<file path="config.mk">
export PLATFORM = sky130hd
export DESIGN_NAME = ps2_keyboard_rx
export DESIGN_NICKNAME = d
export VERILOG_FILES = /design/src/rtl/ps2_keyboard_rx_pkg.sv /design/src/rtl/ps2_keyboard_rx_clk_filter.sv /design/src/rtl/ps2_keyboard_rx.sv
export SDC_FILE = /design/constraint.sdc
export NUM_CORES = 1
export LEC_CHECK = 0
export ABC_AREA = 1
export CORE_MARGIN = 4
export CORE_UTILIZATION = 26
export DETAILED_ROUTE_END_ITERATION = 16
export PLACE_DENSITY = 0.39
export SYNTH_ARGS = -nofsm -noshare
export SYNTH_HDL_FRONTEND = slang
export SYNTH_SLANG_ARGS = --single-unit
</file>
<file path="constraint.sdc">
create_clock -name clk -period 2.01 [get_ports clk]
set_input_delay 0.201 -clock clk [delete_from_list [all_inputs] [get_ports clk]]
set_output_delay 0.201 -clock clk [all_outputs]
set_load 0.03 [all_outputs]
</file>
<file path="src/rtl/ps2_keyboard_rx_pkg.sv">
// Shared PS/2 scan-code constants and receiver types for the key/direction path.
// Imported by the receiver and by the downstream controller's key matching.
package ps2_keyboard_rx_pkg;

    localparam logic [7:0] KEY_W     = 8'h1D;
    localparam logic [7:0] KEY_A     = 8'h1C;
    localparam logic [7:0] KEY_S     = 8'h1B;
    localparam logic [7:0] KEY_D     = 8'h23;
    localparam logic [7:0] KEY_ENTER = 8'h5A;
    localparam logic [7:0] KEY_SPACE = 8'h29;
    localparam logic [7:0] PS2_BREAK = 8'hF0;
    localparam logic [7:0] PS2_EXT   = 8'hE0;

    typedef enum logic [1:0] {
        ST_IDLE,
        ST_DATA,
        ST_PARITY,
        ST_STOP
    } rx_state_t;

    // PS/2 uses odd parity over the data byte plus the parity bit.
    function automatic logic odd_parity_ok(input logic [7:0] data, input logic parity);
        return ^{data, parity};
    endfunction

endpackage

</file>
<file path="src/rtl/ps2_keyboard_rx_clk_filter.sv">
// Two-flop synchroniser plus run-length glitch filter for the PS/2 clock line.
// Emits a single-cycle pulse when the filtered level goes from 1 to 0.
module ps2_clk_filter #(
    parameter int FILTER_LEN = 4
) (
    input  logic clk,
    input  logic rst,
    input  logic i_raw,
    output logic o_fall
);

    localparam int CW = (FILTER_LEN < 2) ? 1 : $clog2(FILTER_LEN);

    logic          r_meta;
    logic          r_sync;
    logic          r_level;
    logic          r_fall;
    logic [CW-1:0] r_cnt;

    // r_cnt counts consecutive samples that disagree with the filtered level;
    // the FILTER_LEN-th disagreeing sample flips the level.
    always_ff @(posedge clk) begin
        if (rst) begin
            r_meta  <= 1'b1;
            r_sync  <= 1'b1;
            r_level <= 1'b1;
            r_fall  <= 1'b0;
            r_cnt   <= '0;
        end else begin
            r_meta <= i_raw;
            r_sync <= r_meta;
            r_fall <= 1'b0;
            if (r_sync == r_level) begin
                r_cnt <= '0;
            end else if (r_cnt == CW'(FILTER_LEN - 1)) begin
                r_level <= r_sync;
                r_fall  <= ~r_sync;
                r_cnt   <= '0;
            end else begin
                r_cnt <= r_cnt + 1'b1;
            end
        end
    end

    assign o_fall = r_fall;

endmodule

</file>
<file path="src/rtl/ps2_keyboard_rx.sv">
// PS/2 device-to-host frame receiver with break/extended stripping.
// Presents each plain make code on key with a one-cycle key_pressed strobe.
module ps2_keyboard_rx
    import ps2_keyboard_rx_pkg::*;
#(
    parameter int FILTER_LEN     = 4,
    parameter int TIMEOUT_CYCLES = 50000
) (
    input  logic       clk,
    input  logic       rst,
    input  logic       ps2_clk,
    input  logic       ps2_data,
    output logic [7:0] key,
    output logic       key_pressed,
    output logic       frame_err
);

    localparam int TW = $clog2(TIMEOUT_CYCLES + 1);

    logic          w_fall;
    logic          r_data_meta;
    logic          r_data_sync;
    rx_state_t     r_state;
    rx_state_t     w_state_next;
    logic [7:0]    r_shift;
    logic [2:0]    r_bit_cnt;
    logic          r_parity;
    logic [TW-1:0] r_tcnt;
    logic          r_brk;
    logic          r_ext;
    logic [7:0]    r_key;
    logic          r_key_pressed;
    logic          r_frame_err;
    logic          w_timeout;
    logic          w_deliver;
    logic          w_err;

    ps2_clk_filter #(
        .FILTER_LEN(FILTER_LEN)
    ) u_clk_filter (
        .clk   (clk),
        .rst   (rst),
        .i_raw (ps2_clk),
        .o_fall(w_fall)
    );

    always_ff @(posedge clk) begin
        if (rst) begin
            r_state <= ST_IDLE;
        end else begin
            r_state <= w_state_next;
        end
    end

    always_comb begin
        w_state_next = r_state;
        w_deliver    = 1'b0;
        w_err        = 1'b0;
        w_timeout    = (r_state != ST_IDLE) && !w_fall && (r_tcnt == TW'(TIMEOUT_CYCLES - 1));
        if (w_timeout) begin
            w_err        = 1'b1;
            w_state_next = ST_IDLE;
        end else if (w_fall) begin
            case (r_state)
                ST_IDLE: begin
                    if (!r_data_sync) w_state_next = ST_DATA;
                    else              w_err        = 1'b1;
                end
                ST_DATA: begin
                    if (r_bit_cnt == 3'd7) w_state_next = ST_PARITY;
                end
                ST_PARITY: w_state_next = ST_STOP;
                ST_STOP: begin
                    w_state_next = ST_IDLE;
                    if (r_data_sync && odd_parity_ok(r_shift, r_parity)) w_deliver = 1'b1;
                    else                                                 w_err     = 1'b1;
                end
                default: w_state_next = ST_IDLE;
            endcase
        end
    end

    // Frame datapath, timeout counter and prefix decoder.
    always_ff @(posedge clk) begin
        if (rst) begin
            r_data_meta   <= 1'b1;
            r_data_sync   <= 1'b1;
            r_shift       <= '0;
            r_bit_cnt     <= '0;
            r_parity      <= 1'b0;
            r_tcnt        <= '0;
            r_brk         <= 1'b0;
            r_ext         <= 1'b0;
            r_key         <= 8'h00;
            r_key_pressed <= 1'b0;
            r_frame_err   <= 1'b0;
        end else begin
            r_data_meta   <= ps2_data;
            r_data_sync   <= r_data_meta;
            r_key_pressed <= 1'b0;
            r_frame_err   <= w_err;

            if (w_fall || r_state == ST_IDLE) r_tcnt <= '0;
            else                              r_tcnt <= r_tcnt + 1'b1;

            if (w_fall) begin
                case (r_state)
                    ST_IDLE: r_bit_cnt <= '0;
                    ST_DATA: begin
                        r_shift   <= {r_data_sync, r_shift[7:1]};
                        r_bit_cnt <= r_bit_cnt + 1'b1;
                    end
                    ST_PARITY: r_parity <= r_data_sync;
                    default: ;
                endcase
            end

            // Any byte following a prefix is swallowed, so extended codes never alias single-byte keys.
            if (w_deliver) begin
                if (r_shift == PS2_EXT) begin
                    r_ext <= 1'b1;
                end else if (r_shift == PS2_BREAK) begin
                    r_brk <= 1'b1;
                end else if (r_brk || r_ext) begin
                    r_brk <= 1'b0;
                    r_ext <= 1'b0;
                end else begin
                    r_key         <= r_shift;
                    r_key_pressed <= 1'b1;
                end
            end
        end
    end

    assign key         = r_key;
    assign key_pressed = r_key_pressed;
    assign frame_err   = r_frame_err;

endmodule

</file>
Word-level counts from Yosys, hierarchy flattened. Cells that the tools add are included.

Output and inout bits: 10. Flip-flop bits (word level): 50.

Mux-type cells: 18. Add/sub/neg operators: 3. Equality and inequality tests: 12. Reduce and logical (&&, ||, !) cells: 25. Bitwise logic cells: 7.

Operators with widths (number): adder 16 x 1 -> 16 bit (second input constant) (1); == test 16 bit (second input constant) (1); == test 8 bit (second input constant) (2); two-way mux 1 bit (13); AND reduction 3 bit (3); XOR reduction 9 bit (1); one-hot mux 2 bit (4 select lines) (1); AND reduction 2 bit (4); nonzero test 2 bit (4); inverter 1 bit (7); == test 2 bit (second input constant) (3); inequality test 2 bit (second input constant) (3); one-hot mux 3 bit (2 select lines) (1); OR reduction 3 bit (2); two-way mux 2 bit (2); AND reduction 4 bit (1); OR reduction 2 bit (2); OR reduction 4 bit (1); adder 3 x 1 -> 3 bit (second input constant) (1); == test 3 bit (second input constant) (1); logical AND 1 bit (3); adder 2 x 1 -> 2 bit (second input constant) (1); == test 2 x 1 -> 1 bit (second input constant) (1); logical NOT 2 bit (1); other kinds (4) (5).

Depth between registers and ports, before layout. Gate-level depths: netlist of run 1.

Word-level depth: 8. Depth in mapped cells: 14.

Cells and area by module. Synthesis of run 1 repeated with hierarchy kept, for this count alone.

Cells, all modules: 332. Area total of the unflattened synthesis: 2326.0 um^2.

Modules (own cells, without submodules): ps2_keyboard_rx (cells an instance 308, area each 2110.8 um^2, times used 1); ps2_clk_filter (cells an instance 24, area each 215.2 um^2, times used 1).

Least setup slack after synthesis of run 1. Ideal clock, no wire load.

Path type: register to register. From: reg r_state[0]. To: reg r_tcnt[7]. Clock period less this slack: 1.561 ns. Path slack: 0.449 ns. Required time: 1.924 ns. Data arrival time: 1.475 ns. Cell stages (with the launch flop): 8. Library setup time: 0.086 ns. Path through: dfxtp_1 > inv_1 > ha_1 > nor2_1 > inv_1 > nor2_1 > clkinv_1 > a211oi_1.

Cells in the longest elaborated chain, start to end: 3.

Ends and longest elaborated chain: from (decl) (RTL line ps2_keyboard_rx.sv:23) `rx_state_t r_state;`; from (signal assigned) (RTL line ps2_keyboard_rx.sv:51) `r_state <= w_state_next;`; logical NOT 2 bit (RTL line ps2_keyboard_rx.sv:103) `if (w_fall || r_state == ST_IDLE) r_tcnt <= '0;`; logical OR 1 bit (RTL line ps2_keyboard_rx.sv:103); OR reduction 2 bit (no line); to (signal assigned) (RTL line ps2_keyboard_rx.sv:104) `else r_tcnt <= r_tcnt + 1'b1;`; to (decl) (RTL line ps2_keyboard_rx.sv:28) `logic [TW-1:0] r_tcnt;`.

Every way passes these cells. A chain may end at the register's enable or synchronous reset.

Final worst setup path of run 1.
From: reg r_shift[3]. To: reg r_key_pressed (netlist: key_pressed).

Cells in the longest elaborated chain, start to end: 8. Elaborated cells on any way between the ends: 10.

Ends and longest elaborated chain: from (decl) (RTL line ps2_keyboard_rx.sv:25) `logic [7:0] r_shift;`; from (signal assigned) (RTL line ps2_keyboard_rx.sv:110) `r_shift <= {r_data_sync, r_shift[7:1]};`; XOR reduction 9 bit (RTL line ps2_keyboard_rx_pkg.sv:23) `return ^{data, parity};`; logical AND 1 bit (RTL line ps2_keyboard_rx.sv:75) `if (r_data_sync && odd_parity_ok(r_shift, r_parity)) w_deliver = 1'b1;`; two-way mux 1 bit (RTL line ps2_keyboard_rx.sv:75); two-way mux 1 bit (RTL line ps2_keyboard_rx.sv:64) `case (r_state)`; two-way mux 1 bit (RTL line ps2_keyboard_rx.sv:63) `end else if (w_fall) begin`; two-way mux 1 bit (RTL line ps2_keyboard_rx.sv:60) `if (w_timeout) begin`; inverter 1 bit (no line); OR reduction 4 bit (no line) *; to (signal assigned) (RTL line ps2_keyboard_rx.sv:95) `r_key_pressed <= 1'b0;`; to (signal assigned) (RTL line ps2_keyboard_rx.sv:100) `r_key_pressed <= 1'b0;`; to (signal assigned) (RTL line ps2_keyboard_rx.sv:129) `r_key_pressed <= 1'b1;`; to (decl) (RTL line ps2_keyboard_rx.sv:32) `logic r_key_pressed;`.

Mark *: on every way between the ends. The rest lies on a longest branch, timed or not.

==> results of run 1 <==
power breakdown:
| part | total [W] | switching (W) | internal [W] |
|---|---|---|---|
| registers | 0.000999 | 0.00000448 | 0.000994 |
| logic | 0.0000304 | 0.0000164 | 0.0000140 |
| clock network | 0.000635 | 0.000349 | 0.000286 |
registers in the layout, summed over array words and instances, names as in the netlist, 2 cells and up:
| signal | flops |
|---|---|
| key | 8 |
| r_bit_cnt | 3 |
| r_shift | 8 |
| r_state | 2 |
| r_tcnt | 16 |
| u_clk_filter.r_cnt | 2 |
how the worst min path moves through the flow:
stage | from | to | slack, ns
floorplan | ps2_data | r_data_meta$_SDFF_PP1_ | 0.30
detailed placement | u_clk_filter.r_meta$_SDFF_PP1_ | u_clk_filter.r_sync$_SDFF_PP1_ | 0.39
global placement | u_clk_filter.r_meta$_SDFF_PP1_ | u_clk_filter.r_sync$_SDFF_PP1_ | 0.39
CTS | u_clk_filter.r_meta$_SDFF_PP1_ | u_clk_filter.r_sync$_SDFF_PP1_ | 0.42
global route | r_data_meta$_SDFF_PP1_ | r_data_sync$_SDFF_PP1_ | 0.43
finish | r_data_meta$_SDFF_PP1_ | r_data_sync$_SDFF_PP1_ | 0.41
repair_timing:
action	in CTS	in global routing
setup endpoints to repair	0	2
buffers inserted	0	1
gates resized for setup	0	2
endpoints found under the hold margin	0	0
stage by stage:
| stage | hold slack [ns] | util [%] | worst slack (ns) |
|---|---|---|---|
| 2_1_floorplan | 0.3048 | - | 0.4489 |
| 3_3_place_gp | 0.3926 | 29.67 | 0.2703 |
| 3_5_place_dp | 0.3936 | 29.67 | 0.2599 |
| 4_1_cts | 0.4177 | 30.77 | 0.2344 |
| 5_1_grt | 0.4267 | 31.13 | 0.006112 |
| 6_report | 0.4143 | 31.13 | 0.2527 |
critical path, cell delays in order (launching register included):
cell     delay [ns]
dfxtp_1        0.46
nor2_1         0.08
nand2_1        0.09
nor2_1         0.05
nand3_1        0.15
nand2_1        0.09
nor2_2         0.27
nand4_4        0.24
buf_4          0.20
nor2_1         0.07
Yosys cell counts:
cell type,count
inv_1,45
buf_2,1
nor2_1,45
clkbuf_8,1
ha_1,8
clkinv_1,1
nand2_1,76
nor3_1,3
dfxtp_1,50
a21oi_1,29
buf_6,1
o21ai_0,17
nor2_2,1
o211ai_1,1
nor4b_1,1
xnor2_1,2
xor2_1,2
nand4_1,8
nor3b_1,1
nand3_1,15
nand2_2,2
nand4_4,1
clkbuf_1,3
nor4_1,3
or2_2,6
a211oi_1,1
inv_2,1
cell type report:
| cell class | count | area share, % |
|---|---|---|
| Multi-Input combinational cell | 223 | 41.13 |
| Tap cell | 108 | 5.002 |
| Clock inverter | 1 | 0.3242 |
| Sequential cell | 50 | 37.05 |
| Inverter | 47 | 6.531 |
| Timing Repair Buffer | 20 | 6.762 |
| Clock buffer | 7 | 3.196 |
logic make-up (layout without fill, tap and decap cells):
| family | count (synthesis) | in the layout | synth area share, % |
|---|---|---|---|
| and+or+nand+nor | 162 | 163 | 30.66 |
| buffers and inverters | 53 | 75 | 9.440 |
| DFF | 50 | 50 | 43.41 |
| AOI/OAI and AO/OA | 48 | 48 | 10.64 |
| adders and majority gates | 8 | 8 | 4.341 |
| xor gates and xnor gates | 4 | 4 | 1.520 |
routing by layer:
layer  share of wire (%)  up-vias
met2                  49       12
met4                 1.1        0
met3                 2.1        4
met5                   0        -
li1                    -     1073
met1                  48      930
==> results_dict.tcl, run 1 <==
set metrics [dict create \
    status "finished clean" \
    crit_arrival_ns 2.00 \
    grtUsageMet3_pct 2.253 \
    firstDrtPassIters 5 \
    ir_drop_uv 207.7 \
    start_util_pct 26.57 \
    syn_inst 325 \
    die_area_sq_um 10440 \
    synth_warnings 0 \
    vias_per_cell 4.428 \
    num_io_pins 14 \
    crit_end "key_pressed$_SDFF_PP0_" \
    hpwl_microns 3532 \
    required_ns 2.25 \
    die_h_microns 102.2 \
    antenna_found_initial 0 \
    syn_avg_cell_area_sq_um 7.095 \
    fin_setup_tns_ns 0 \
    worstSkewPairLatency_ns 0.30 \
    met2_usage_pct 18.14 \
    report.final.slew_viol_count 0 \
    setup-violations-final 0 \
    ant_nets 0 \
    stdcell_area_sq_um 2701 \
    clkTransAtPathRegs_ns 0.10 \
    synth_largest_area_cell "dfxtp_1" \
    crit_type "flop to flop" \
    min_path_cells 1 \
    r2r_slack_ns 0.25 \
    instances_no_fill 456 \
    tritoncts "built" \
    maxCapViolCount 0 \
    first_iter_violations 67 \
    fill_cells 965 \
    hold_class "flop to flop" \
    crit_path_end_kind "flop" \
    fp.dieW_microns 102.2 \
    diodes 0 \
    drive_above_1_share_pct 7.759 \
    root_buffer "clkbuf_8" \
    synth_top_area_share_pct 43.41 \
    areaGrowthSynthToFinish_pct 17.15 \
    skew_ns 0.01533 \
    crit_start "r_shift[3]$_SDFFE_PP0P_" \
    grt_max_degree 20 \
    ctsHtreeMaxLevel 2 \
    multi_input_area_sq_um 1111 \
    grt_pass1_wl_microns 8618 \
    fin_nets 359 \
    synth-seq-area-share_pct 43.41 \
    reg2reg_from "r_shift[3]$_SDFFE_PP0P_" \
    tightest_slew_ns 0.4908 \
    grt_usage_pct 10.16 \
    final_cell_mix "nand2_1, dfxtp_1, inv_1, nor2_1, a21oi_1" \
    p_per_area_nw_per_um2 616.0 \
    hold_viol_final 0 \
    core_sq_um 8678 \
    rows 34 \
    use_met1_pct 12.39 \
    total_power_w 0.001664 \
    cts_buffer_depth 2 \
    crit_path_max_fanout 9 \
    fmax_ghz 0.5691 \
    yosys-top-cells-area "dfxtp_1, nand2_1, inv_1" \
    final.min_clock_period_ns 1.757 \
    grt-busiest-layer "met2" \
    period_share_pct 87.43 \
    drc 0 \
    register_area_sq_um 1001 \
    synthDistinctLibCells 27 \
    relSlewSlack_pct 67.24 \
    vias 2019 \
    leakage_nw 1.109 \
    grt_overflow 0 \
    cp-start-kind "flop" \
    r2r_end "key_pressed$_SDFF_PP0_" \
    dpl_cell_area_sq_um 2575 \
    grt_pass1_vias 1936 \
    cts_buffers 5 \
    final_common_cell "nand2_1" \
    r2r_cells 9 \
    drt-total-wl_microns 4999 \
    placed_cells 446 \
    finalWeightedCongestion 0.7304 \
    yosys_register_bits 50 \
    wl_per_cell_microns 10.96 \
    syn-num-nets 337 \
    syn-cell-area_sq_um 2306 \
    grt_setup_unrepaired "no" \
    hold_buffers 0 \
    io_buffers 13 \
    cts.sinks 50 \
]
Note: power is estimated with default switching activity, not from simulation.
==> run 2, diff against run 1 <==
--- a/config.mk
+++ b/config.mk
@@ -12,4 +12,5 @@
 export PLACE_DENSITY = 0.39
 export SYNTH_ARGS = -nofsm -noshare
 export SYNTH_HDL_FRONTEND = slang
+export SYNTH_HIERARCHICAL = 1
 export SYNTH_SLANG_ARGS = --single-unit
==> run 2 against run 1 <==
  * Combinational power grew 7.9%
  * Via count shrank 0.15%
  * Count of clock-buffer cells in the layout shrank 1
  * Synthesized cell count grew 2.2%
  * Clock power shrank 3.3%
  * Cell count grew 1.5%
  * Critical path type unchanged
==> results_dict.tcl, run 2 <==
set metrics [dict create \
    grt_overflow 0 \
    synth_top_area_share_pct 43.03 \
    grt_pass1_vias 2006 \
    finalWeightedCongestion 0.7456 \
    final.min_clock_period_ns 1.777 \
    maxUsedRoutingLayer "met4" \
    required_ns 2.21 \
    ctsHtreeMaxLevel 2 \
    dr_wl_met2_microns 2147 \
    grt_pass1_wl_microns 8901 \
    grt_max_degree 18 \
    drt-total-wl_microns 4799 \
    async_flop_share_pct 0 \
    root_buffer "clkbuf_8" \
    report.final.slew_viol_count 0 \
    hold-worst-slack_ns 0.4210 \
    wl_met1_microns 2464 \
    relSlewSlack_pct 75.10 \
    fin_setup_tns_ns 0 \
    crit_path_end_kind "flop" \
    final_common_cell "nand2_1" \
    clkTransAtPathRegs_ns 0.09 \
    wl_per_cell_microns 10.37 \
    die_area_sq_um 10520 \
    grt_setup_unrepaired "no" \
    num_io_pins 14 \
    postCtsResizedCells 0 \
    crit_path_max_fanout 4 \
    synthDistinctLibCells 25 \
    syn_inst 332 \
    start_util_pct 26.67 \
    vias_per_cell 4.354 \
    r2r_slack_ns 0.23 \
    synthFlopType "dfxtp_1" \
    synth-seq-area-share_pct 43.03 \
    die_h_microns 102.6 \
    synth_largest_area_cell "dfxtp_1" \
    drive_above_1_share_pct 7.887 \
    worstSkewPairLatency_ns 0.30 \
    fp.dieW_microns 102.6 \
    cts_buffer_depth 2 \
    dpl_cell_area_sq_um 2610 \
    first_iter_violations 59 \
    syn-cell-area_sq_um 2326 \
    hold_class "flop to flop" \
    final_cell_mix "nand2_1, nor2_1, dfxtp_1, inv_1, a21oi_1" \
    synth_most_common_cell "nand2_1" \
    stdcell_area_sq_um 2705 \
    areaGrowthSynthToFinish_pct 16.30 \
    yosys_register_bits 50 \
    rows 34 \
    tritoncts "built" \
    status "finished clean" \
    period_share_pct 88.39 \
    crit_type "flop to flop" \
    diodes 0 \
    core_sq_um 8721 \
    largest_reg_flops 16 \
    fin_nets 366 \
    ant_nets 0 \
    grt_usage_pct 10.44 \
    crit_arrival_ns 1.98 \
    io_buffers 13 \
    dr_wl_met3_microns 112 \
    hold_viol_final 0 \
    yosys-top-cells-area "dfxtp_1, nand2_1, nor2_1" \
    p_per_area_nw_per_um2 608.0 \
    cts.sinks 50 \
    cp-start-kind "flop" \
    vias 2016 \
    syn-num-nets 344 \
    synth_warnings 6 \
    ir_drop_uv 244.6 \
    hold_buffers 0 \
    synth_edf_count 0 \
    tightest_slew_ns 0.3730 \
    cts_buffers 5 \
    cts_setup_buffers 0 \
    drc 0 \
    setup-violations-final 0 \
    firstDrtPassIters 4 \
    ys_top_cells_by_count "nand2_1, dfxtp_1, nor2_1, inv_1, a21oi_1" \
    antenna_found_initial 0 \
    fmax_ghz 0.5628 \
    hpwl_microns 3638 \
    skew_ns 0.005089 \
    leakage_nw 1.122 \
    maxCapViolCount 0 \
    syn_avg_cell_area_sq_um 7.006 \
    largest-register "r_tcnt" \
]
run 2: cell count changes in the layout (fill, tap and decap cells not counted), moves of 3 or more:
| cell | change |
|---|---|
| nor3_1 | +3 |
| a21oi_1 | -3 |
| nor2_1 | +6 |
| nand2_1 | +3 |
run 2: critical path, cell delays in order, from the launching register on:
cell     delay [ns]
dfxtp_1        0.36
ha_1           0.17
nand2_1        0.08
nor2_1         0.15
nand2_1        0.09
nor2_1         0.15
nand3_1        0.15
nor3_1         0.22
nand2_1        0.10
o21ai_0        0.16
a21oi_1        0.05
run 2: cell type report:
cell class / instances / area, sq um
clock buffers: 6 / 82.58
clock inverters: 2 / 12.51
fillers: 946 / 6016
inverters: 50 / 187.7
multi-input cells: 226 / 1096
flip-flops and latches: 50 / 1001
well taps: 108 / 135.1
repair buffers: 21 / 190.2
run 2: power breakdown:
part,switching (W),internal (W),leakage [nW],total [W]
Clock,0.000337,0.000277,0.0472,0.000614
Combinational,0.0000173,0.0000155,0.672,0.0000328
Sequential,0.00000374,0.000994,0.404,0.000998
run 2: path summary, 6_finish.rpt:
kind                          startpoint                     end  cells after the start
setup reg to reg    r_tcnt[0]$_SDFF_PP0_   r_tcnt[14]$_SDFF_PP0_                     10
setup / recovery    r_tcnt[0]$_SDFF_PP0_   r_tcnt[14]$_SDFF_PP0_                     10
hold / removal    r_data_meta$_SDFF_PP1_  r_data_sync$_SDFF_PP1_                      1
hold reg to reg   r_data_meta$_SDFF_PP1_  r_data_sync$_SDFF_PP1_                      1
run 2: through the flow:
step | setup slack, ns | util [%] | total power, W | cells
finish | 0.2333 | 31.02 | 0.001645 | 463
global placement | 0.2720 | 29.93 | 0.001055 | 455
floorplan | 0.4071 | - | 0.001039 | 332
global route | 0.03207 | 31.02 | 0.001733 | 463
detailed placement | 0.2391 | 29.93 | 0.001055 | 455
CTS | 0.2242 | 31.02 | 0.001691 | 463
run 2: routing by layer:
metal	GRT usage [%]	vias to the layer above
met2	17.23	19
met5	0	-
met1	13.49	910
met4	3.633	0
met3	2.233	5
li1	-	1082
run 2: cells by family (layout without fill, tap and decap cells):
group,Yosys count,count (layout),synth area share (%)
xor gates and xnor gates,4,4,1.506
AOI/OAI and AO/OA,43,43,9.252
adders and majority gates,8,8,4.304
and+or+nand+nor,171,171,32.06
DFF,50,50,43.03
buffers and inverters,56,79,9.844
==> run 3, diff against run 2 <==
--- a/config.mk
+++ b/config.mk
@@ -10,6 +10,7 @@
 export CORE_UTILIZATION = 26
 export DETAILED_ROUTE_END_ITERATION = 16
 export PLACE_DENSITY = 0.39
+export RECOVER_POWER = 25
 export SYNTH_ARGS = -nofsm -noshare
 export SYNTH_HDL_FRONTEND = slang
 export SYNTH_HIERARCHICAL = 1
==> run 3 against run 2 <==
  * Die area is the same
  * Sequential share of layout area rose by 0.24 points
  * Clock skew about the same
  * Count of clock-buffer cells in the layout is the same
  * Combinational power is 7.6% lower
==> results_dict.tcl, run 3 (synthesis gave the netlist of run 2 again) <==
set metrics [dict create \
    fmax_ghz 0.5629 \
    num_io_pins 14 \
    setup-violations-final 0 \
    die_h_microns 102.6 \
    status "finished clean" \
    crit_path_max_incr_delay_ns 0.36 \
    min_path_cells 1 \
    vias_per_cell 4.359 \
    worstPathCellList "ha_1 > nand2_1 > nor2_1 > nand2_1 > nor2_1 > nand3_1 > nor3_1 > nand2_1 > o21ai_0 > a21oi_1" \
    hold_buffers 0 \
    grt_max_degree 18 \
    skew_ns 0.005349 \
    fp.dieW_microns 102.6 \
    firstDrtPassIters 4 \
    period_share_pct 88.38 \
    areaGrowthSynthToFinish_pct 15.55 \
    tritoncts "built" \
    ctsHtreeMaxLevel 2 \
    die_area_sq_um 10520 \
    largest-register "r_tcnt" \
    final_cell_mix "nand2_1, nor2_1, dfxtp_1, inv_1, a21oi_1" \
    clkTransAtPathRegs_ns 0.09 \
    path_buf_inv 0 \
    maxCapViolCount 0 \
    start_util_pct 26.67 \
    setup_slack_ns 0.2335 \
    diodes 0 \
    fin_setup_tns_ns 0 \
    io_buffers 13 \
    r2r_slack_ns 0.23 \
    required_ns 2.21 \
    utilization_pct 30.82 \
    finalWeightedCongestion 0.7456 \
    grt_overflow 0 \
    grt_pass1_wl_microns 8901 \
    tightest_slew_ns 0.6630 \
    report.final.slew_viol_count 0 \
    first_iter_violations 59 \
    crit_arrival_ns 1.98 \
    crit_type "flop to flop" \
    drt-total-wl_microns 4803 \
    leakage_nw 1.112 \
    cts.sinks 50 \
    relSlewSlack_pct 55.80 \
    drc 0 \
    min_from "r_data_meta$_SDFF_PP1_" \
    grt_usage_pct 10.44 \
    worstSkewPairLatency_ns 0.30 \
    fin_nets 366 \
    wl_per_cell_microns 10.37 \
    crit_path_end_kind "flop" \
    final_common_cell "nand2_1" \
    final.min_clock_period_ns 1.777 \
    stdcell_area_sq_um 2688 \
    r2r_end "r_tcnt[14]$_SDFF_PP0_" \
    drive_above_1_share_pct 6.761 \
    r2r_cells 10 \
    vias 2018 \
    pre_cts_ws_ns 0.2391 \
    p_per_area_nw_per_um2 611.1 \
    cts_setup_buffers 0 \
    cp-start-kind "flop" \
    hold_viol_final 0 \
    hold_end "r_data_sync$_SDFF_PP1_" \
    core_sq_um 8721 \
    dpl_cell_area_sq_um 2610 \
    hold_class "flop to flop" \
    crit_family "simple AND/OR/NAND/NOR gates" \
    antenna_found_initial 0 \
    ant_nets 0 \
    cts_buffer_depth 2 \
    ir_drop_uv 244.9 \
    grt_pass1_vias 2006 \
    critPathSlowestCell "dfxtp_1" \
    cts_buffers 5 \
    postCtsResizedCells 0 \
    reg2reg_from "r_tcnt[0]$_SDFF_PP0_" \
    root_buffer "clkbuf_8" \
    crit_path_max_fanout 4 \
    largest_reg_flops 16 \
    crit_top_cell "nand2_1" \
    crit_start "r_tcnt[0]$_SDFF_PP0_" \
    hpwl_microns 3638 \
    rows 34 \
    grt_setup_unrepaired "no" \
]
## run 3: cell types whose count changed in the layout (fill, tap and decap cells not counted), sizes merged
cell           before  now
clkbuf              6    9
dlygate4sd3         0    1
clkdlybuf4s50      13   12
buf                 8    5
## run 3: how the worst max path moves through the flow
| stage | to | cells past startpoint |
|---|---|---|
| 5_1_grt | r_tcnt[14]$_SDFF_PP0_ | 10 |
| 6_report | r_tcnt[14]$_SDFF_PP0_ | 10 |
| 3_5_place_dp | r_tcnt[14]$_SDFF_PP0_ | 10 |
| 4_1_cts | r_tcnt[14]$_SDFF_PP0_ | 10 |
| 2_1_floorplan | r_tcnt[12]$_SDFF_PP0_ | 7 |
| 3_3_place_gp | key[5]$_SDFFE_PP0P_ | 11 |
## run 3: area by class of cell
class | instances | area, sq um
fillers | 948 | 6033
multi-input cells | 226 | 1090
flip-flops and latches | 50 | 1001
inverters | 50 | 187.7
repair buffers | 21 | 178.9
well taps | 108 | 135.1
clock buffers | 6 | 82.58
clock inverters | 2 | 12.51
## run 3: routing by layer
metal,wire length [microns],global-route usage [%],part of all wire [%],vias up
li1,-,-,-,1082
met5,0,0,0,-
met3,112,2.233,2.3,5
met1,2467,13.49,51,912
met4,74,3.633,1.5,0
met2,2148,17.23,45,19
## run 3: power breakdown
group,switching [W],internal [W],leakage [nW]
combinational,0.0000170,0.0000132,0.661
sequential,0.00000374,0.000994,0.404
clock,0.000337,0.000277,0.0472
## run 3: stage by stage
stage,hold WS [ns],total power (W),std cells
after floorplan,0.3048,0.001039,332
after global placement,0.3923,0.001055,455
after detailed placement,0.3967,0.001055,455
after CTS,0.4240,0.001691,463
after global routing,0.4363,0.001730,463
final,0.4210,0.001642,463
